--- config.mk ---
export PLATFORM = sky130hd
export DESIGN_NAME = xgmac_tx_arb
export DESIGN_NICKNAME = d
export VERILOG_FILES = /design/src/rtl/xgmac_tx_arb.sv
export SDC_FILE = /design/constraint.sdc
export NUM_CORES = 1
export LEC_CHECK = 0
export CAP_MARGIN = 20
export CORE_AREA = 2 2 262 264
export DETAILED_ROUTE_END_ITERATION = 12
export DIE_AREA = 0 0 264 266
export PLACE_DENSITY_LB_ADDON = 0.25
export SETUP_SLACK_MARGIN = 0.02
export SYNTH_ARGS = -nofsm -noshare
export SYNTH_HDL_FRONTEND = slang
export SYNTH_SLANG_ARGS = --single-unit
export TNS_END_PERCENT = 1
--- constraint.sdc ---
create_clock -name clk156 -period 9.7 [get_ports clk156]
set_clock_uncertainty 0.05 [all_clocks]
set_input_delay 1.94 -clock clk156 [delete_from_list [all_inputs] [get_ports clk156]]
set_output_delay 1.94 -clock clk156 [all_outputs]
set_load 0.02 [all_outputs]
--- src/rtl/xgmac_tx_arb.sv ---
// Packet-level round-robin arbiter merging NUM_CH AXI4-Stream sources onto the 10G MAC tx_axis port.
// Whole packets are granted, one registered output stage, per-channel forwarded-frame counters.
module xgmac_tx_arb #(
    parameter int NUM_CH = 2,
    parameter int DATA_W = 64,
    parameter int KEEP_W = 8,
    parameter int USER_W = 128,
    parameter int CH_W   = 3,
    parameter int CNT_W  = 32
) (
    input  logic                      clk156,
    input  logic                      reset,
    input  logic [NUM_CH*DATA_W-1:0]  s_axis_tdata,
    input  logic [NUM_CH*KEEP_W-1:0]  s_axis_tkeep,
    input  logic [NUM_CH*USER_W-1:0]  s_axis_tuser,
    input  logic [NUM_CH-1:0]         s_axis_tlast,
    input  logic [NUM_CH-1:0]         s_axis_tvalid,
    output logic [NUM_CH-1:0]         s_axis_tready,
    output logic [DATA_W-1:0]         m_axis_tdata,
    output logic [KEEP_W-1:0]         m_axis_tkeep,
    output logic [USER_W-1:0]         m_axis_tuser,
    output logic                      m_axis_tlast,
    output logic [CH_W-1:0]           m_axis_tdest,
    output logic                      m_axis_tvalid,
    input  logic                      m_axis_tready,
    output logic                      busy,
    output logic [NUM_CH*CNT_W-1:0]   frame_cnt
);

    typedef enum logic {IDLE, XFER} state_t;

    state_t              state_q, state_d;
    logic [CH_W-1:0]     gnt_q, gnt_d;
    logic [CH_W-1:0]     last_q, last_d;
    logic [CH_W-1:0]     pick;
    logic                any_req;
    logic                ld;
    logic                hs;

    logic                src_valid;
    logic [DATA_W-1:0]   src_data;
    logic [KEEP_W-1:0]   src_keep;
    logic [USER_W-1:0]   src_user;
    logic                src_last;

    logic [2*NUM_CH-1:0] req_rot;
    logic                found;

    logic [NUM_CH*CNT_W-1:0] cnt_q;

    // Rotate the doubled request vector so bit 0 is the channel just after the last grant;
    // the lowest set bit is then the round-robin winner.
    always_comb begin
        any_req = |s_axis_tvalid;
        req_rot = {s_axis_tvalid, s_axis_tvalid} >> (32'(last_q) + 32'd1);
        pick    = '0;
        found   = 1'b0;
        for (int unsigned j = 0; j < NUM_CH; j++) begin
            if (!found && req_rot[j]) begin
                found = 1'b1;
                pick  = CH_W'((32'(last_q) + 32'd1 + 32'(j)) % 32'(NUM_CH));
            end
        end
    end

    always_comb begin
        src_valid = 1'b0;
        src_data  = '0;
        src_keep  = '0;
        src_user  = '0;
        src_last  = 1'b0;
        for (int unsigned c = 0; c < NUM_CH; c++) begin
            if (gnt_q == CH_W'(c)) begin
                src_valid = s_axis_tvalid[c];
                src_data  = s_axis_tdata[c*DATA_W +: DATA_W];
                src_keep  = s_axis_tkeep[c*KEEP_W +: KEEP_W];
                src_user  = s_axis_tuser[c*USER_W +: USER_W];
                src_last  = s_axis_tlast[c];
            end
        end
    end

    assign ld   = !m_axis_tvalid || m_axis_tready;
    assign hs   = (state_q == XFER) && src_valid && ld;
    assign busy = (state_q == XFER);

    always_comb begin
        s_axis_tready = '0;
        if (state_q == XFER) begin
            for (int unsigned c = 0; c < NUM_CH; c++) begin
                if (gnt_q == CH_W'(c)) begin
                    s_axis_tready[c] = ld;
                end
            end
        end
    end

    always_comb begin
        state_d = state_q;
        gnt_d   = gnt_q;
        last_d  = last_q;
        case (state_q)
            IDLE: begin
                if (any_req) begin
                    state_d = XFER;
                    gnt_d   = pick;
                    last_d  = pick;
                end
            end
            XFER: begin
                if (hs && src_last) begin
                    state_d = IDLE;
                end
            end
            default: state_d = IDLE;
        endcase
    end

    always_ff @(posedge clk156 or posedge reset) begin
        if (reset) begin
            state_q <= IDLE;
            gnt_q   <= '0;
            last_q  <= CH_W'(NUM_CH - 1);
        end else begin
            state_q <= state_d;
            gnt_q   <= gnt_d;
            last_q  <= last_d;
        end
    end

    // Output register drains in any state, so a stalled final beat completes after we return to IDLE.
    always_ff @(posedge clk156 or posedge reset) begin
        if (reset) begin
            m_axis_tdata  <= '0;
            m_axis_tkeep  <= '0;
            m_axis_tuser  <= '0;
            m_axis_tlast  <= 1'b0;
            m_axis_tdest  <= '0;
            m_axis_tvalid <= 1'b0;
        end else if (hs) begin
            m_axis_tdata  <= src_data;
            m_axis_tkeep  <= src_keep;
            m_axis_tuser  <= src_user;
            m_axis_tlast  <= src_last;
            m_axis_tdest  <= gnt_q;
            m_axis_tvalid <= 1'b1;
        end else if (ld) begin
            m_axis_tvalid <= 1'b0;
        end
    end

    always_ff @(posedge clk156 or posedge reset) begin
        if (reset) begin
            cnt_q <= '0;
        end else if (m_axis_tvalid && m_axis_tready && m_axis_tlast) begin
            for (int unsigned c = 0; c < NUM_CH; c++) begin
                if (m_axis_tdest == CH_W'(c)) begin
                    cnt_q[c*CNT_W +: CNT_W] <= cnt_q[c*CNT_W +: CNT_W] + CNT_W'(1);
                end
            end
        end
    end

    assign frame_cnt = cnt_q;

endmodule

==> impl_metrics.json, run 1 <==
{
  "path_cells": "clkdlybuf4s50_1 -> nand2b_1 -> nand2_1 -> nor2_1 -> clkdlybuf4s50_1",
  "dp_hpwl_um": 35800,
  "root_buffer": "clkbuf_16",
  "gp_congestion": 0.790,
  "core_area_um2": 67700,
  "grt_pass1_wl_um": 68900,
  "die_area_um2": 70200,
  "crit_required_ps": 7710,
  "fillers": 6997,
  "critPathKind": "in2out",
  "final_cell_mix": "clkdlybuf4s50_1, dfrtp_1, nand2_1",
  "port_buffers": 676,
  "synth_seq_cells": 270,
  "grt_usage_pct": 12.9,
  "synth_area_um2": 12200,
  "worst_slack_ps": 4180,
  "yosys.area.top_type": "dfrtp_1",
  "post-cts-setup-buffer-count": 0,
  "crit_top_cell": "clkdlybuf4s50_1",
  "slew-limit-headroom_pct": 28.7,
  "crit_fanout": 4,
  "period_share_pct": 56.9,
  "final-setup-viol-count": 0,
  "synth_edf_count": 0,
  "drive_above_1_share_pct": 4.17,
  "hold_violations": 0,
  "h-tree-depth": 2,
  "syn-instance-count": 1145,
  "finalPower_w": 0.00601,
  "hold_buffers": 0,
  "grt_pass1_vias": 10800,
  "area_growth_syn_to_layout_pct": 73.0,
  "yosys.area.top_type_share_pct": 55.4,
  "critical_path.endpoint_type": "output pin",
  "ys_async_sr_fraction_pct": 100,
  "post-place-ws_ps": 4200,
  "cts.clk_slew.worst_paths_ps": 50,
  "max_stage_delay_ps": 620,
  "grt_max_degree": 237,
  "status": "completed",
  "routed_via_density": 3.93,
  "p_leak_nw": 8.99,
  "fin_crit_ps": 5520,
  "clk_latency_ps": 530,
  "p_per_area_nw_per_um2": 286,
  "cts.sinks": 270,
  "finalMaxSlewViolations": 0,
  "routed_wl_um": 46600,
  "yosysUniqueCellTypes": 34,
  "holdWs_ps": 421,
  "die_x_um": 264,
  "worstPathArrival_ps": 3530,
  "final_cell_area_um2": 21000,
  "ir_worst_vdd_v": 0.000140,
  "drc": 0,
  "first_iter_violations": 387,
  "antenna_found_initial": 5,
  "fin_nets": 2205,
  "ys_seq_area_share_pct": 55.6,
  "cts_tree": "done",
  "ys_warn_count": 0,
  "grt_setup_unrepaired": "no",
  "cp_num_buf_inv": 2,
  "overflow": 0,
  "die_y_um": 266,
  "fmax_ghz": 0.181,
  "yosys-top-cells-area": "dfrtp_1, mux2i_1, o21ai_0",
  "start_kind": "input port",
  "cts_buffers": 36,
  "rows": 96,
  "worst_pin_slew_ps": 1070,
  "ys_dominant_reg_cell": "dfrtp_1",
  "placed_area_um2": 19800,
  "io_pins": 679,
  "slowest_stage": "clkdlybuf4s50_1",
  "cts.repair.resized": 0,
  "syn_area_per_cell_um2": 10.6,
  "layout_commonest_cell": "clkdlybuf4s50_1",
  "drt_first_pass_iters": 5,
  "finalSetupTns_ps": 0,
  "start_util_pct": 18.0,
  "cpLargestDelayFamily": "buffers and inverters",
  "cts_buffer_depth": 3,
  "maxCapViolCount": 0,
  "holdCritPathClass": "reg2reg",
  "via_count": 10600,
  "ant_nets": 0,
  "detail_route.wl_per_cell_um": 17.2
}
==> flip-flops by register name, summed over array words and instances (netlist names) <==
signal         flops
gnt_q              1
m_axis_tdest       1
frame_cnt         64
m_axis_tlast       1
m_axis_tvalid      1
m_axis_tuser     128
busy               1
last_q             1
m_axis_tdata      64
m_axis_tkeep       8
==> cell type report <==
class	instances	area (um2)	area share, %
repair buffers	684	6870	32.7
clock buffers	56	1100	5.22
clock inverters	7	76.3	0.363
multi-input cells	798	5090	24.2
well taps	882	1100	5.25
inverters	6	30.0	0.143
diodes	2	5.00	0.0238
flip-flops and latches	270	6760	32.1
==> Yosys cell counts (6+ instances only) <==
master	n
xnor2_1	48
nand4_1	12
nand3_1	31
and3_1	11
inv_1	6
dfrtp_1	269
mux2i_1	201
buf_2	23
nor2_1	15
o21ai_0	201
nor3_1	6
xor2_1	14
nand2_1	228
clkbuf_1	45
==> worst min-delay path, cell delays in order (launching register included) <==
cell	delay [ps]
dfrtp_1	340
nand2_1	40
o21ai_0	50
==> kinds of logic (layout without fill, tap and decap cells) <==
| family | after synthesis | count (layout) | synth area share [%] |
|---|---|---|---|
| other cells | 1 | 4 | 0.0308 |
| buf+inv | 78 | 753 | 2.71 |
| compound gates | 204 | 204 | 8.44 |
| mux | 204 | 204 | 16.8 |
| flops | 270 | 270 | 55.6 |
| xor+xnor | 62 | 62 | 4.47 |
| fa+ha+maj | 2 | 2 | 0.206 |
| simple gates | 324 | 324 | 11.8 |
==> power by group <==
group	switching (W)	internal (W)	total (W)
Combinational	0.00152	0.00132	0.00283
Sequential	0.000293	0.00157	0.00186
Clock	0.000511	0.000804	0.00132
==> path summary, 6_finish.rpt <==
path | startpoint | slack (ps) | cells past startpoint | end
setup / recovery | m_axis_tready | 4180 | 5 | s_axis_tready[0]
hold / removal | m_axis_tuser[13]$_DFFE_PP0P_ | 420 | 2 | m_axis_tuser[13]$_DFFE_PP0P_
setup reg to reg | gnt_q[0]$_DFFE_PP0P_ | 6380 | 5 | m_axis_tdata[19]$_DFFE_PP0P_
hold reg to reg | m_axis_tuser[13]$_DFFE_PP0P_ | 420 | 2 | m_axis_tuser[13]$_DFFE_PP0P_
max in group asynchronous | reset | 6460 | 3 | m_axis_tuser[84]$_DFFE_PP0P_
min in group asynchronous | reset | 1800 | 2 | m_axis_tuser[10]$_DFFE_PP0P_
==> routing by layer <==
layer / part of all wire [%] / GRT usage (%) / vias to the layer above
met5: 0.049 / 0 / -
met1: 39 / 14.9 / 4939
met4: 2.9 / 4.33 / 4
met2: 50 / 22.3 / 389
met3: 8.0 / 4.45 / 76
li1: - / - / 5231
==> through the flow <==
step           std cells  util, %
6_report            2705     31.1
5_1_grt             2703     31.0
4_1_cts             2702     31.0
3_5_place_dp        2639     29.3
3_3_place_gp        2639     29.3
2_1_floorplan       1146        -
Note: power is estimated with default switching activity, not from simulation.
==> inputs of run 2 (changes only) <==
==> constraint.sdc (replaced) <==
create_clock -name clk156 -period 4.53 [get_ports clk156]
set_clock_uncertainty 0.05 [all_clocks]
set_input_delay 0.906 -clock clk156 [delete_from_list [all_inputs] [get_ports clk156]]
set_output_delay 0.906 -clock clk156 [all_outputs]
set_load 0.02 [all_outputs]
==> run 2 against run 1 <==
Effect of this change: utilization is 0.29 points higher; first-iteration DRC count is 2.8% lower; critical endpoint is now s_axis_tready[1]; routed wire length decreased by 1.3%; largest power group unchanged.
==> impl_metrics.json, run 2 (synthesis results as in run 1) <==
{
  "status": "completed",
  "die_x_um": 264,
  "io_pins": 679,
  "final-setup-viol-count": 0,
  "clk_latency_ps": 520,
  "drc": 0,
  "overflow": 0,
  "cts_buffers": 35,
  "period_share_pct": 76.0,
  "reg2reg_to": "m_axis_tuser[80]$_DFFE_PP0P_",
  "hold_buffers": 0,
  "r2r_start": "gnt_q[0]$_DFFE_PP0P_",
  "worstPathArrival_ps": 2490,
  "grt_setup_unrepaired": "no",
  "fin_nets": 2230,
  "slew-limit-headroom_pct": 37.5,
  "final_cell_mix": "clkdlybuf4s50_1, dfrtp_1, nand2_1",
  "fmax_ghz": 0.290,
  "endpoint": "s_axis_tready[1]",
  "cts_buffer_depth": 3,
  "core_area_um2": 67700,
  "crit_fanout": 4,
  "area_growth_syn_to_layout_pct": 74.6,
  "worst_pin_slew_ps": 937,
  "cts.clk_slew.worst_paths_ps": 50,
  "layout_commonest_cell": "clkdlybuf4s50_1",
  "port_buffers": 676,
  "p_leak_nw": 9.11,
  "grt_max_degree": 106,
  "die_area_um2": 70200,
  "ff2ff_path_depth": 5,
  "start_util_pct": 18.0,
  "finalSetupTns_ps": 0,
  "crit_required_ps": 3570,
  "fin_crit_ps": 3440,
  "cts_tree": "done",
  "detail_route.wl_per_cell_um": 16.9,
  "start_kind": "input port",
  "grt_usage_pct": 12.8,
  "reg2reg_slack_ps": 2050,
  "maxCapViolCount": 0,
  "largest_reg_flops": 128,
  "first_iter_violations": 376,
  "p_per_area_nw_per_um2": 609,
  "regMostFlops": "m_axis_tuser",
  "finalMaxSlewViolations": 0,
  "routed_via_density": 3.91,
  "die_y_um": 266,
  "critical_path.endpoint_type": "output pin",
  "holdCritPathClass": "reg2reg",
  "cts.repair.resized": 0,
  "antenna_found_initial": 1,
  "drive_above_1_share_pct": 5.36,
  "drt_first_pass_iters": 4,
  "critPathLaunch": "m_axis_tready",
  "dp_hpwl_um": 36300,
  "post-cts-setup-buffer-count": 0,
  "hold_violations": 0,
  "ir_worst_vdd_v": 0.000312,
  "rows": 96,
  "grt_pass1_vias": 11100,
  "h-tree-depth": 2,
  "via_count": 10700,
  "gp_congestion": 0.812,
  "critPathKind": "in2out",
  "ant_nets": 0,
  "cts.sinks": 270,
  "grt_pass1_wl_um": 68700,
  "root_buffer": "clkbuf_16",
  "fillers": 6966,
  "routed_wl_um": 46000,
  "postLayoutCoreUtil_pct": 31.3
}
run 2: cell count changes in the layout (fill, tap and decap cells not counted), moves of 2 or more:
| cell | previous run | this run |
|---|---|---|
| clkbuf_1 | 10 | 12 |
| clkbuf_8 | 8 | 10 |
| buf_4 | 5 | 26 |
| buf_12 | 2 | 8 |
run 2: worst max-delay path: stages:
cell	delay, ps
clkdlybuf4s50_1	530
nand2b_1	230
and3_1	200
clkdlybuf4s50_1	620
run 2: per-layer routing:
layer	share of wire (%)	global-route usage [%]
met4	2.4	4.24
met2	52	22.8
met1	40	15.0
met3	5.9	2.99
met5	0	0
run 2: cell type report:
class	instances	area, um2	share of cell area (%)
repair buffers	710	7120	33.5
flip-flops and latches	270	6760	31.8
multi-input cells	798	5090	24.0
clock buffers	59	1110	5.22
well taps	882	1100	5.20
inverters	6	26.3	0.124
clock inverters	3	15.0	0.0707
diodes	2	5.00	0.0236
run 2: worst min path at each step:
stage                               from                   endpoint  slack (ps)  depth (start not counted)
2_1_floorplan      last_q[0]$_DFFE_PP1P_      last_q[0]$_DFFE_PP1P_         410                          2
3_3_place_gp   frame_cnt[63]$_DFFE_PP0P_  frame_cnt[63]$_DFFE_PP0P_         410                          1
6_report       frame_cnt[63]$_DFFE_PP0P_  frame_cnt[63]$_DFFE_PP0P_         410                          1
5_1_grt        frame_cnt[63]$_DFFE_PP0P_  frame_cnt[63]$_DFFE_PP0P_         430                          1
4_1_cts        frame_cnt[63]$_DFFE_PP0P_  frame_cnt[63]$_DFFE_PP0P_         420                          1
3_5_place_dp   frame_cnt[63]$_DFFE_PP0P_  frame_cnt[63]$_DFFE_PP0P_         410                          1
run 2: where the power goes:
group,total (W),switching [W],internal [W]
sequential,0.00394,0.000588,0.00336
combinational,0.00629,0.00335,0.00294
clock,0.00270,0.00105,0.00166
run 2: stage by stage:
step / hold slack [ps] / instance area [um2] / total power (W) / setup slack, ps / cells
after CTS: 419 / 21200 / 0.0132 / 1100 / 2728
after floorplan: 413 / 12200 / 0.00716 / 7.37 / 1146
final: 413 / 21200 / 0.0129 / 1090 / 2730
after global placement: 406 / 20100 / 0.0103 / 1100 / 2666
after global routing: 427 / 21200 / 0.0138 / 1050 / 2729
after detailed placement: 412 / 20100 / 0.0104 / 1100 / 2666
==> inputs of run 3 (changes only) <==
--- a/config.mk
+++ b/config.mk
@@ -6,9 +6,9 @@
 export NUM_CORES = 1
 export LEC_CHECK = 0
 export CAP_MARGIN = 20
-export CORE_AREA = 2 2 262 264
+export CORE_AREA = 2 2 263 265
 export DETAILED_ROUTE_END_ITERATION = 12
-export DIE_AREA = 0 0 264 266
+export DIE_AREA = 0 0 265 267
 export PLACE_DENSITY_LB_ADDON = 0.25
 export SETUP_SLACK_MARGIN = 0.02
 export SYNTH_ARGS = -nofsm -noshare
==> constraint.sdc (replaced) <==
create_clock -name clk156 -period 3.55 [get_ports clk156]
set_clock_uncertainty 0.05 [all_clocks]
set_input_delay 0.71 -clock clk156 [delete_from_list [all_inputs] [get_ports clk156]]
set_output_delay 0.71 -clock clk156 [all_outputs]
set_load 0.02 [all_outputs]
==> run 3 against run 2 <==
Effect of this change: sequential share of layout area up 0.071 points; highest routed layer is now met5; clock-buffer cell count decreased by 9; final area shrank 0.22%; non-clock buffer count down 6; via count rose by 0.27%; first-iteration DRC count is 9.6% higher; largest power group unchanged; combinational power increased by 27%; worst setup slack worse by 640 ps; global-route usage about the same; clock power up 26%.
==> impl_metrics.json, run 3 (synthesis results as in run 1) <==
{
  "die_y_um": 267,
  "maxCapViolCount": 0,
  "h-tree-depth": 2,
  "grt_usage_pct": 12.8,
  "critical_path.endpoint_type": "output pin",
  "p_leak_nw": 9.08,
  "drive_above_1_share_pct": 5.01,
  "rows": 96,
  "finalMaxSlewViolations": 0,
  "worst_pin_slew_ps": 916,
  "port_buffers": 676,
  "cts_buffers": 35,
  "crit_fanout": 4,
  "max_stage_delay_ps": 620,
  "drc": 0,
  "holdCritPathClass": "reg2reg",
  "root_buffer": "clkbuf_16",
  "multi_input_area_um2": 5090,
  "hold_violations": 0,
  "overflow": 0,
  "worstPathArrival_ps": 2340,
  "crit_required_ps": 2790,
  "via_count": 10700,
  "clk_latency_ps": 530,
  "period_share_pct": 87.4,
  "ant_nets": 0,
  "antenna_found_initial": 2,
  "routed_wl_um": 46500,
  "layout_commonest_cell": "clkdlybuf4s50_1",
  "start_util_pct": 17.9,
  "grt_pass1_wl_um": 69100,
  "io_pins": 679,
  "drt_first_pass_iters": 4,
  "grt_setup_unrepaired": "no",
  "slowest_stage": "clkdlybuf4s50_1",
  "first_iter_violations": 412,
  "worst_slack_ps": 447,
  "fin_cells": 2717,
  "die_area_um2": 70800,
  "cts_buffer_depth": 3,
  "cts.clk_slew.worst_paths_ps": 60,
  "largest_reg_flops": 128,
  "critPathLaunch": "m_axis_tready",
  "dp_cells": 2660,
  "p_per_area_nw_per_um2": 775,
  "final_cell_mix": "clkdlybuf4s50_1, dfrtp_1, nand2_1",
  "die_x_um": 265,
  "whs_path_depth": 1,
  "seqCellArea_um2": 6760,
  "fin_crit_ps": 3100,
  "grt_pass1_vias": 11200,
  "status": "completed",
  "cts.repair.resized": 0,
  "routed_via_density": 3.94,
  "detail_route.wl_per_cell_um": 17.1,
  "final-setup-viol-count": 0,
  "cts.sinks": 270,
  "critPathKind": "in2out",
  "area_growth_syn_to_layout_pct": 74.2,
  "ff2ff_path_depth": 5,
  "gp_congestion": 0.806,
  "crit_top_cell": "clkdlybuf4s50_1",
  "post-place-ws_ps": 467,
  "post-cts-setup-buffer-count": 0,
  "ir_worst_vdd_v": 0.000400,
  "fmax_ghz": 0.322,
  "r2r_start": "gnt_q[0]$_DFFE_PP0P_",
  "regMostFlops": "m_axis_tuser",
  "start_kind": "input port",
  "cts_tree": "done",
  "min_from": "frame_cnt[31]$_DFFE_PP0P_",
  "hold_buffers": 0,
  "path_cells": "clkdlybuf4s50_1 -> nand2b_1 -> and3_1 -> clkdlybuf4s50_1",
  "core_area_um2": 68000,
  "fillers": 6940,
  "grt_max_degree": 129,
  "fin_nets": 2224,
  "postLayoutCoreUtil_pct": 31.2,
  "dp_hpwl_um": 37300,
  "slew-limit-headroom_pct": 38.9,
  "antenna_cells": 0
}
[run 3: cell types whose count changed in the layout (fill, tap and decap cells not counted), sizes merged]
| cell | change |
|---|---|
| clkinv | +2 |
| inv | +1 |
| clkbuf | -9 |
| buf | -6 |
| bufinv | +1 |
| diode | -2 |
[run 3: worst paths after layout]
path / endpoint / slack (ps)
max in group asynchronous: m_axis_tuser[115]$_DFFE_PP0P_ / 2040
hold / removal: frame_cnt[31]$_DFFE_PP0P_ / 420
setup / recovery: s_axis_tready[1] / 450
min in group asynchronous: frame_cnt[34]$_DFFE_PP0P_ / 510
hold reg to reg: frame_cnt[31]$_DFFE_PP0P_ / 420
setup reg to reg: m_axis_tuser[25]$_DFFE_PP0P_ / 1260
[run 3: cell type report]
type,count,area share (%)
tap,882,5.21
multi-input combinational,798,24.0
clock buffer,50,4.78
inverter,6,0.124
clock inverter,7,0.354
sequential,270,31.9
timing repair buffer,704,33.6
[run 3: worst max-delay path, delay by kind of cell]
family	cells	cell delay [ps]
simple gates	2	440
buf+inv	2	1190
[run 3: power breakdown]
group / internal (W) / total (W) / switching, W
Sequential: 0.00428 / 0.00505 / 0.000773
Combinational: 0.00370 / 0.00797 / 0.00426
Clock: 0.00205 / 0.00339 / 0.00134
[run 3: per-layer routing]
| metal | vias up | global-route usage [%] | wire length (um) |
|---|---|---|---|
| met5 | - | 0 | 27 |
| met4 | 4 | 4.46 | 1380 |
| met3 | 86 | 3.44 | 2990 |
| met2 | 392 | 22.7 | 24100 |
| met1 | 4962 | 14.7 | 18000 |
| li1 | 5263 | - | - |
[run 3: stage by stage]
step | hold WS, ps | power (W) | cell area, um2 | setup TNS, ps
CTS | 429 | 0.0168 | 21200 | 0
global placement | 411 | 0.0131 | 20100 | 0
detailed placement | 414 | 0.0132 | 20100 | 0
floorplan | 413 | 0.00914 | 12200 | -208910
finish | 421 | 0.0164 | 21200 | 0
global route | 441 | 0.0175 | 21200 | 0
